==> config.mk <==
export PLATFORM = sky130hd
export DESIGN_NAME = exp4_unidade_controle_jogo
export DESIGN_NICKNAME = d
export VERILOG_FILES = /design/src/rtl/exp4_unidade_controle_jogo.sv
export SDC_FILE = /design/constraint.sdc
export NUM_CORES = 1
export LEC_CHECK = 0
export ABC_CLOCK_PERIOD_IN_PS = 3500
export CORE_MARGIN = 2
export CORE_UTILIZATION = 27
export CTS_CLUSTER_SIZE = 16
export DETAILED_ROUTE_END_ITERATION = 10
export PLACE_DENSITY = 0.64
export SLEW_MARGIN = 30
export SYNTH_ARGS = -nofsm -noshare
export SYNTH_HDL_FRONTEND = slang
export SYNTH_SLANG_ARGS = --single-unit
==> constraint.sdc <==
create_clock -name clock -period 3.5 [get_ports clock]
set_clock_uncertainty 0.15 [all_clocks]
set_input_delay 0.7 -clock clock [delete_from_list [all_inputs] [get_ports clock]]
set_output_delay 0.7 -clock clock [all_outputs]
set_load 0.02 [all_outputs]
==> src/rtl/exp4_unidade_controle_jogo.sv <==
// Control unit for the play-by-play memory game: sequences counter/register/comparator per move.
// Optional timeout supervision is built when UC_TIMEOUT_EN is defined.
module exp4_unidade_controle_jogo #(
  parameter int TIMEOUT_CICLOS = 5000
) (
  input  logic       clock,
  input  logic       reset,
  input  logic       iniciar,
  input  logic       jogada,
  input  logic       fimC,
  input  logic       chavesIgualMemoria,
  output logic       zeraC,
  output logic       contaC,
  output logic       zeraR,
  output logic       registraR,
  output logic       pronto,
  output logic       acertou,
  output logic       errou,
  output logic       timeout,
  output logic [3:0] db_estado
);

  typedef enum logic [3:0] {
    ST_INICIAL     = 4'h0,
    ST_PREPARACAO  = 4'h1,
    ST_ESPERA      = 4'h2,
    ST_REGISTRA    = 4'h4,
    ST_COMPARACAO  = 4'h5,
    ST_PROXIMO     = 4'h6,
    ST_FIM_ACERTO  = 4'hA,
    ST_FIM_TIMEOUT = 4'hD,
    ST_FIM_ERRO    = 4'hE
  } estado_t;

  if (TIMEOUT_CICLOS < 2) begin : g_param_check
    $error("TIMEOUT_CICLOS must be at least 2");
  end

  estado_t    state_r;
  estado_t    next_s;
  logic       jogada_d_r;
  logic       jogada_pulso_s;
  logic       acertou_r;
  logic       errou_r;
  logic       timeout_r;

  assign jogada_pulso_s = jogada & ~jogada_d_r;

`ifdef UC_TIMEOUT_EN
  localparam int TW = $clog2(TIMEOUT_CICLOS);
  localparam logic [TW-1:0] TIMER_MAX = TW'(TIMEOUT_CICLOS - 1);
  logic [TW-1:0] timer_r;
  logic          timer_fim_s;

  assign timer_fim_s = (timer_r == TIMER_MAX);

  // Wait timer: runs only while waiting for a move, cleared everywhere else
  always_ff @(posedge clock or negedge reset) begin
    if (!reset) begin
      timer_r <= {TW{1'b0}};
    end else if ((state_r == ST_ESPERA) && !jogada_pulso_s) begin
      timer_r <= timer_r + TW'(1);
    end else begin
      timer_r <= {TW{1'b0}};
    end
  end
`endif

  // State register and move edge-detector history
  always_ff @(posedge clock or negedge reset) begin
    if (!reset) begin
      state_r    <= ST_INICIAL;
      jogada_d_r <= 1'b0;
    end else begin
      state_r    <= next_s;
      jogada_d_r <= jogada;
    end
  end

  // Next-state logic
  always_comb begin
    next_s = state_r;
    case (state_r)
      ST_INICIAL:    if (iniciar) next_s = ST_PREPARACAO; else next_s = ST_INICIAL;
      ST_PREPARACAO: next_s = ST_ESPERA;
      ST_ESPERA: begin
        // a move on the last timer cycle takes priority over the timeout
        if (jogada_pulso_s) next_s = ST_REGISTRA;
`ifdef UC_TIMEOUT_EN
        else if (timer_fim_s) next_s = ST_FIM_TIMEOUT;
`endif
        else next_s = ST_ESPERA;
      end
      ST_REGISTRA:   next_s = ST_COMPARACAO;
      ST_COMPARACAO: begin
        if (!chavesIgualMemoria) next_s = ST_FIM_ERRO;
        else if (fimC)           next_s = ST_FIM_ACERTO;
        else                     next_s = ST_PROXIMO;
      end
      ST_PROXIMO:    next_s = ST_ESPERA;
`ifdef UC_TIMEOUT_EN
      ST_FIM_TIMEOUT,
`endif
      ST_FIM_ACERTO,
      ST_FIM_ERRO:   if (iniciar) next_s = ST_PREPARACAO; else next_s = state_r;
      default:       next_s = ST_INICIAL;
    endcase
  end

  // Moore output decode from the state register
  always_comb begin
    zeraC     = 1'b0;
    zeraR     = 1'b0;
    contaC    = 1'b0;
    registraR = 1'b0;
    pronto    = 1'b0;
    db_estado = 4'h0;
    case (state_r)
      ST_INICIAL:    db_estado = ST_INICIAL;
      ST_PREPARACAO: begin zeraC = 1'b1; zeraR = 1'b1; db_estado = ST_PREPARACAO; end
      ST_ESPERA:     db_estado = ST_ESPERA;
      ST_REGISTRA:   begin registraR = 1'b1; db_estado = ST_REGISTRA; end
      ST_COMPARACAO: db_estado = ST_COMPARACAO;
      ST_PROXIMO:    begin contaC = 1'b1; db_estado = ST_PROXIMO; end
`ifdef UC_TIMEOUT_EN
      ST_FIM_TIMEOUT: begin pronto = 1'b1; db_estado = ST_FIM_TIMEOUT; end
`endif
      ST_FIM_ACERTO: begin pronto = 1'b1; db_estado = ST_FIM_ACERTO; end
      ST_FIM_ERRO:   begin pronto = 1'b1; db_estado = ST_FIM_ERRO; end
      default:       db_estado = 4'h0;
    endcase
  end

  // Result flags: cleared on entering preparacao, set on entering their terminal state
  always_ff @(posedge clock or negedge reset) begin
    if (!reset) begin
      acertou_r <= 1'b0;
      errou_r   <= 1'b0;
      timeout_r <= 1'b0;
    end else if (next_s == ST_PREPARACAO) begin
      acertou_r <= 1'b0;
      errou_r   <= 1'b0;
      timeout_r <= 1'b0;
    end else begin
      if ((next_s == ST_FIM_ACERTO) && (state_r != ST_FIM_ACERTO)) acertou_r <= 1'b1;
      if ((next_s == ST_FIM_ERRO) && (state_r != ST_FIM_ERRO))     errou_r   <= 1'b1;
`ifdef UC_TIMEOUT_EN
      if ((next_s == ST_FIM_TIMEOUT) && (state_r != ST_FIM_TIMEOUT)) begin
        errou_r   <= 1'b1;
        timeout_r <= 1'b1;
      end
`endif
    end
  end

  assign acertou = acertou_r;
  assign errou   = errou_r;
`ifdef UC_TIMEOUT_EN
  assign timeout = timeout_r;
`else
  assign timeout = 1'b0;
`endif

endmodule

Yosys cells after proc, flatten, opt, wreduce, memory -nomap -nowiden
Index checks and enable logic that the tools add are counted.
{"block": "op_classes", "n_addsub": 0, "multipliers": 0, "n_div": 0, "n_lt_le_gt_ge": 0, "n_eq_ne": 12, "n_shift": 0, "muxes": 15, "n_bitwise": 2, "n_reduce_logical": 7}
{"op": "$pmux 4 s7", "n": 1}
{"op": "$pmux 4 s6", "n": 1}
{"op": "$eq 4x4->1 const B", "n": 4}
{"op": "$eq 4x3->1 const B", "n": 3}
{"op": "$mux 4", "n": 3}
{"op": "$mux 1", "n": 9}
{"op": "$eq 4x1->1 const B", "n": 2}
{"op": "$ne 4x4->1 const B", "n": 2}
{"op": "$eq 4x2->1 const B", "n": 1}
{"op": "$logic_not 4->1", "n": 1}
{"op": "$reduce_bool 2->1", "n": 2}
{"op": "$reduce_or 2->1", "n": 2}
{"op": "$mux 3", "n": 1}
{"op": "$logic_and 1x1->1", "n": 2}
{"op": "$and 1x1->1", "n": 1}
{"op": "$not 1->1", "n": 1}
{"block": "totals", "reg_bits": 7, "latchBits": 0, "ramBits": 0, "romBits": 0, "in_bits": 6, "output_inout_bits": 12, "word_cells": 40, "mem_count": 0}

Logic depth before layout (Yosys ltp)
Gate-level depths: netlist (run 1).
{"block": "logic_depth", "ltp_word": 8, "ltp_mapped": 6, "ltp_nobuf": 5}

Worst setup path after synthesis (run 1)
OpenSTA, ideal clock, no wires.
{"block": "synth_timing", "path_kind": "reg2out", "start": "register state_r[1]", "end": "output zeraR", "arrival_time_ns": 1.412, "required_ns": 2.650, "slack_ns": 1.238, "stages_incl_launch_ff": 5, "n_path_buf": 2, "cell_sequence": "dfrtp_1 > buf_2 > nand2b_4 > nor3_1 > buf_4"}
{"block": "synth_between", "elab_chain_cells": 2}
{"element": "start, declared", "line": "39", "text": "estado_t state_r;"}
{"element": "start signal, assigned", "line": "75", "text": "state_r <= next_s;"}
{"element": "$eq 4x1->1"}
{"element": "$mux 1"}
{"element": "end, declared", "line": "14", "text": "output logic zeraR,"}
No other way between the ends.

Final worst setup path (run 1)
{"block": "layout_timing", "start": "register state_r[1]", "end": "output pronto"}
{"block": "layout_between", "elab_chain_cells": 3, "word_cells_on_any_way": 4, "classes_between": "eq/ne (2); mux (1); reduce/logical (1)"}
{"element": "$eq 4x4->1", "line": "118", "text": "case (state_r)"}
{"element": "$reduce_or 2->1 (no source line) *"}
{"element": "$mux 1 *", "line": "118"}
{"element": "end, declared", "line": "16", "text": "output logic pronto,"}
Mark *: on every way between the ends. The rest lies on a longest branch, timed or not.

==> metrics.txt, run 1 <==
post-detailed-route wirelength per cell 12.1 um; # clock sinks 7; DIE HEIGHT 45.1 um; buffers added on ports 16; buffers from clock root to sink, at most 2; number of rows in the core area 14; fraction of power consumed by combinational cells 53.1%; clock tree from TritonCTS done; leftover overflow at the end of global routing 0; Final ANT Viol Nets 0; count of yosys warnings during synthesis 0; global placer's final weighted congestion just under 0.8; sequential fraction of design power 31.6%; DRT Pass-1 Iters 4; largest incremental delay on the critical path roughly 600 ps; CTS Buf Count 3; highest layer used for signal routing met3; Clock H-tree levels 1; final HPWL from detailed placement 767 um; via count of the routed design 398; unrepaired setup endpoints after global routing false; total power draw 0.484 mW; die footprint between 2000 and 2500 sq um; biggest area contributors in the synthesized netlist sky130_fd_sc_hd__dfrtp_1 38%, sky130_fd_sc_hd__nand2b_4 6.0%, sky130_fd_sc_hd__buf_4 4.9%; P_leak approximately 0.28 nW; nets in the synthesized netlist 56; worst path required time 2650 ps; area used by multi-input combinational logic between 200 and 250 sq um; run status finished, final reports clean; post-cts gate resize count 0; number of setup violations in the final report 0; number of unique standard cell types used by synthesis 27; mapped cell area approximately 460 sq um; minimum clock period 2690 ps; clock-pin slew of the registers on the worst-case setup and hold paths 60 ps; max frequency 371 MHz; maximum VDD drop around 360 uV; Area growth, synth to finish 39.6%; cells along the critical path nor2b_2 -> nand2_1 -> inv_1 -> clkdlybuf4s50_1; share of post-route cells with drive strength above 1 10.6%; sum of routed wire length over all layers roughly 990 um; post-route fraction of the period consumed by the critical path about three quarters; library cell with the largest summed area after synthesis sky130_fd_sc_hd__dfrtp_1; arrival time of data at the critical path endpoint roughly 1800 ps; area of the core region 1540 sq um; count of endpoints failing hold in the final timing report 0; critical path class reg -> out; Int Power 0.279 mW; I/O pin count 18; number of max-cap violations 0; number of global-route vias before repair 348; per-instance average area after synthesis between 9 and 10 sq um; final net count 73; wire length on met1 about 500 um; FILL cells 163; area share of the largest cell type after synthesis 38.5%; number of diodes added for antenna fixing 0; maximum fanout encountered on the critical timing path 10; CP Capture Type output pin; Total Neg Setup Slack 0 ps; DIE WIDTH 45.1 um; post-cts hold buffer count 0; number of buffers inserted to repair setup after CTS 0; library cell contributing the largest single delay on the critical path sky130_fd_sc_hd__clkdlybuf4s50_1; most frequent standard cell in the layout excluding fill and tap cells sky130_fd_sc_hd__clkdlybuf4s50_1; share of total power consumed by net switching 42.4%; detailed-route vias per instance 4.85; max-slew violations 0; net switching component of the power slightly above 0.2 mW; Starting Density 29.5%; crit-path leading delay family buffers and inverters; antenna violations before repair 0; largest net degree at the start of global routing 11; Iter 0 DRT Violations 7; Tightest Hold Check Type reg -> reg; length of routed met2 wiring between 400 and 500 um; clock root buffer sky130_fd_sc_hd__clkbuf_4; CP bufs+invs 2; pwr dens 762 nW/um^2; cells after synthesis 50; share of total power in the clock network 15.2%; category of the worst setup path launch point flop; first-pass GRT wire length 1560 um; commonest cells after routing, fill and taps aside 16 x sky130_fd_sc_hd__clkdlybuf4s50_1, 7 x sky130_fd_sc_hd__dfrtp_1, 5 x sky130_fd_sc_hd__inv_1; source-to-sink clock delay at the later pin of the worst-skew pair 250 ps; Synth Register Bits 7; FF+latch area 175 sq um; proportion of synthesized chip area in sequential cells 38.5%; GRT Overall Usage 10.8%; number of design rule violations left after detail routing 0; detailed-routed wire length on met3 59 um
==> worst min-delay path, delay by kind of cell (launching register included) <==
| family | cells | cell delay (ps) |
|---|---|---|
| buffers and inverters | 1 | 40 |
| flip-flops | 1 | 340 |
| AO/OA/AOI/OAI | 2 | 260 |
==> registers in the layout, summed over array words and instances, names as in the netlist <==
| name | flops |
|---|---|
| jogada_d_r | 1 |
| state_r | 4 |
| acertou | 1 |
| errou | 1 |
==> cell families (layout without fill, tap and decap cells) <==
group	count (synthesis)	count (layout)	share of synthesized area, %
buffers and inverters	9	25	10.2
AO/OA/AOI/OAI	12	12	20.3
AND/OR/NAND/NOR	21	21	30.2
other	1	1	0.823
flip-flops	7	7	38.5
==> cells in the mapped netlist <==
cell	count
sky130_fd_sc_hd__nor3_1	2
sky130_fd_sc_hd__a41oi_1	2
sky130_fd_sc_hd__conb_1	1
sky130_fd_sc_hd__buf_4	3
sky130_fd_sc_hd__nand2_1	2
sky130_fd_sc_hd__nor4bb_1	1
sky130_fd_sc_hd__dfrtp_1	7
sky130_fd_sc_hd__o21ai_0	2
sky130_fd_sc_hd__a21o_1	1
sky130_fd_sc_hd__o32a_1	1
sky130_fd_sc_hd__nand2b_4	2
sky130_fd_sc_hd__o21a_1	1
sky130_fd_sc_hd__nor3b_1	1
sky130_fd_sc_hd__nand3_1	1
sky130_fd_sc_hd__nor2_1	4
sky130_fd_sc_hd__nor2b_2	1
sky130_fd_sc_hd__nor2b_1	2
sky130_fd_sc_hd__buf_2	1
sky130_fd_sc_hd__a31o_1	1
sky130_fd_sc_hd__o21ai_1	1
sky130_fd_sc_hd__o31ai_1	1
sky130_fd_sc_hd__a41o_1	1
sky130_fd_sc_hd__and2_1	2
sky130_fd_sc_hd__nand4b_1	1
sky130_fd_sc_hd__inv_1	5
sky130_fd_sc_hd__o32ai_1	1
sky130_fd_sc_hd__nand2b_1	2
==> path summary, 6_finish.rpt <==
check                                          start                    to  slack [ps]  cells past startpoint
max in group asynchronous                      reset  state_r[2]$_DFF_PN0_        2390                      1
worst max register to register  state_r[2]$_DFF_PN0_   acertou$_DFFE_PN0P_        1860                      4
min in group asynchronous                      reset  state_r[3]$_DFF_PN0_         560                      1
worst min-delay path             acertou$_DFFE_PN0P_   acertou$_DFFE_PN0P_         530                      3
worst max-delay path            state_r[1]$_DFF_PN0_                pronto         810                      4
worst min register to register   acertou$_DFFE_PN0P_   acertou$_DFFE_PN0P_         530                      3
==> metrics by stage <==
| stage | util [%] | area, sq um | setup slack, ps | hold WS [ps] | std cells |
|---|---|---|---|---|---|
| finish | 41.2 | 636 | 806 | 528 | 82 |
| global route | 41.2 | 636 | 659 | 566 | 82 |
| CTS | 41.2 | 636 | 787 | 540 | 82 |
| detailed placement | 39.4 | 608 | 1070 | 519 | 78 |
| global placement | 39.4 | 608 | 1060 | 518 | 78 |
| floorplan | - | 455 | 1240 | 254 | 50 |
==> power groups by stage <==
stage / logic, mW / registers, mW / clock network [mW]
finish: 0.257 / 0.153 / 0.0738
CTS: 0.260 / 0.153 / 0.0766
global route: 0.277 / 0.160 / 0.0846
global placement: 0.257 / 0.156 / 0
floorplan: 0.177 / 0.141 / 0
detailed placement: 0.259 / 0.154 / 0
==> cell type report <==
type                       count  share of cell area (%)
clock inverter                 1                   0.787
clock buffer                   3                    3.54
tap                           16                    3.15
inverter                       5                    2.95
multi-input combinational     34                    36.8
sequential                     7                    27.6
timing repair buffer          16                    25.2
==> per-layer routing <==
| layer | vias to the layer above | track usage (%) |
|---|---|---|
| met1 | 177 | 15.4 |
| met5 | - | 0 |
| met2 | 15 | 14.9 |
| met3 | 0 | 2.80 |
| li1 | 206 | - |
| met4 | 0 | 5.29 |
(Power assumes the default switching activity.)
==> inputs of run 2 (changes only) <==
--- a/config.mk
+++ b/config.mk
@@ -5,7 +5,7 @@
 export SDC_FILE = /design/constraint.sdc
 export NUM_CORES = 1
 export LEC_CHECK = 0
-export ABC_CLOCK_PERIOD_IN_PS = 3500
+export ABC_CLOCK_PERIOD_IN_PS = 2500
 export CORE_MARGIN = 2
 export CORE_UTILIZATION = 27
 export CTS_CLUSTER_SIZE = 16
==> constraint.sdc (replaced) <==
create_clock -name clock -period 2.5 [get_ports clock]
set_clock_uncertainty 0.15 [all_clocks]
set_input_delay 0.5 -clock clock [delete_from_list [all_inputs] [get_ports clock]]
set_output_delay 0.5 -clock clock [all_outputs]
set_load 0.02 [all_outputs]
==> metrics.txt, run 2 (synthesis gave the netlist of run 1 again) <==
run status finished, final reports clean; I/O pin count 18 (unchanged); max-slew violations 0 (unchanged); number of design rule violations left after detail routing 0 (unchanged); DIE WIDTH 45.1 um (unchanged); FF+latch area 176 sq um (+0.71%); P_leak 0.311 nW (+12%); crit-path leading delay family buffers and inverters; final non-filler cell total 82 (unchanged); CP bufs+invs 1 (-1); DIE HEIGHT 45.1 um (unchanged); buffers from clock root to sink, at most 2 (unchanged); Starting Density 29.5% (unchanged); unrepaired setup endpoints after global routing false; number of setup violations in the final report 0 (unchanged); number of global-route vias before repair 375 (+7.8%); Tightest Hold Check Type in -> async; Total Neg Setup Slack 0 ps (unchanged); setup slack on the worst flop-to-flop path 860 ps (-1000 ps); Area growth, synth to finish 40.7%; number of diodes added for antenna fixing 0 (unchanged); register bank with the most flops state_r; number of buffers inserted to repair setup after CTS 0 (unchanged); critical path class reg -> out; highest layer used for signal routing met4; source-to-sink clock delay at the later pin of the worst-skew pair 260 ps (about the same); number of rows in the core area 14 (unchanged); # clock sinks 7 (unchanged); CP Capture Type output pin; antenna violations before repair 0 (unchanged); placed cells 78 (unchanged); length of routed met2 wiring 384 um (-12%); die footprint 2030 sq um (unchanged); commonest cells after routing, fill and taps aside 14 x sky130_fd_sc_hd__clkdlybuf4s50_1, 6 x sky130_fd_sc_hd__dfrtp_1, 5 x sky130_fd_sc_hd__inv_1; cells along the critical path nand2b_4 -> nor3_1 -> clkdlybuf4s50_1; arrival time of data at the critical path endpoint 1740 ps (-100 ps); Clock H-tree levels 1 (unchanged); final HPWL from detailed placement 699 um (-8.9%); GRT Overall Usage 10.8% (about the same); CTS Buf Count 3 (unchanged); maximum VDD drop 579 uV (+59%); library cell contributing the largest single delay on the critical path sky130_fd_sc_hd__clkdlybuf4s50_1; leftover overflow at the end of global routing 0 (unchanged); post-route fraction of the period consumed by the critical path between 90 and 100%; largest net degree at the start of global routing 11 (unchanged); category of the worst setup path launch point flop; flip-flop count of the largest register, all copies and words added 4 (unchanged); maximum fanout encountered on the critical timing path 10 (unchanged); pwr dens 1060 nW/um^2 (+39%); wire length on met1 489 um (-1.8%); count of endpoints failing hold in the final timing report 0 (unchanged); share of post-route cells with drive strength above 1 10.6% (unchanged); clock root buffer sky130_fd_sc_hd__clkbuf_4; area of the core region 1540 sq um (unchanged); clock tree from TritonCTS done; area used by multi-input combinational logic 234 sq um (unchanged); detailed-route vias per instance 4.88 (+0.50%); Final ANT Viol Nets 0 (unchanged); final net count 73 (unchanged); number of max-cap violations 0 (unchanged); DRT Pass-1 Iters 4 (unchanged); FILL cells 169 (+3.7%); clock-pin slew of the registers on the worst-case setup and hold paths 60 ps (about the same); global placer's final weighted congestion 0.788 (about the same); buffers added on ports 16 (unchanged); worst path required time 1850 ps (-800 ps); largest incremental delay on the critical path 650 ps (+50 ps); max frequency 419 MHz; first-pass GRT wire length 1550 um (-0.90%); post-detailed-route wirelength per cell 11.4 um (-5.6%); sum of routed wire length over all layers 937 um (-5.6%); minimum clock period 2390 ps; via count of the routed design 400 (+0.50%); detailed-routed wire length on met3 53 um (-10%); Iter 0 DRT Violations 10 (+3); most frequent standard cell in the layout excluding fill and tap cells sky130_fd_sc_hd__clkdlybuf4s50_1
[run 2: cell count changes in the layout (fill, tap and decap cells not counted), sizes merged]
cell           change
clkdlybuf4s50      -2
clkinv             -1
clkbuf             +1
dlymetal6s2s       +2
[run 2: final cells by class]
| class | count | area share, % |
|---|---|---|
| Sequential cell | 7 | 27.5 |
| Multi-Input combinational cell | 34 | 36.5 |
| Clock buffer | 4 | 4.10 |
| Inverter | 5 | 2.93 |
| Timing Repair Buffer | 16 | 25.8 |
| Tap cell | 16 | 3.13 |
[run 2: worst paths after layout]
| check | from | cells past startpoint | end |
|---|---|---|---|
| setup / recovery | state_r[1]$_DFF_PN0_ | 3 | zeraC |
| hold / removal | reset | 1 | acertou$_DFFE_PN0P_ |
| setup reg to reg | state_r[3]$_DFF_PN0_ | 4 | errou$_DFFE_PN0P_ |
| hold reg to reg | acertou$_DFFE_PN0P_ | 3 | acertou$_DFFE_PN0P_ |
| max in group asynchronous | reset | 1 | state_r[1]$_DFF_PN0_ |
| min in group clock | acertou$_DFFE_PN0P_ | 3 | acertou$_DFFE_PN0P_ |
[run 2: layer usage]
| layer | global-route usage (%) | up-vias |
|---|---|---|
| met5 | 0 | - |
| met4 | 3.53 | 0 |
| met3 | 4.80 | 2 |
| met2 | 15.7 | 13 |
| met1 | 14.2 | 177 |
| li1 | - | 208 |
[run 2: stage by stage]
step           util (%)  power (mW)  hold slack, ps  setup slack, ps  area (sq um)
3_3_place_gp       39.4       0.578             518              263           608
4_1_cts            41.2       0.688             354            0.863           634
3_5_place_dp       39.4       0.578             524              283           608
2_1_floorplan         -       0.445            54.4              438           455
5_1_grt            41.6       0.733             368             34.0           641
6_report           41.6       0.681             347              112           641
[run 2: timing repair]
action                     CTS  global route
hold buffers                 0             0
gates resized for setup      0             3
setup endpoints to repair    0             5
[run 2: report_power, final]
| group | switching [mW] | leakage [nW] | total (mW) | internal (mW) |
|---|---|---|---|---|
| combinational | 0.173 | 0.205 | 0.358 | 0.185 |
| sequential | 0.0686 | 0.0908 | 0.218 | 0.149 |
| clock | 0.0443 | 0.0150 | 0.105 | 0.0611 |
==> inputs of run 3 (changes only) <==
--- a/config.mk
+++ b/config.mk
@@ -11,6 +11,7 @@
 export CTS_CLUSTER_SIZE = 16
 export DETAILED_ROUTE_END_ITERATION = 10
 export PLACE_DENSITY = 0.64
+export SKIP_LAST_GASP = 1
 export SLEW_MARGIN = 30
 export SYNTH_ARGS = -nofsm -noshare
 export SYNTH_HDL_FRONTEND = slang
==> results of run 3 <==
The final DEF is identical to that of run 2; final timing and power are the same.
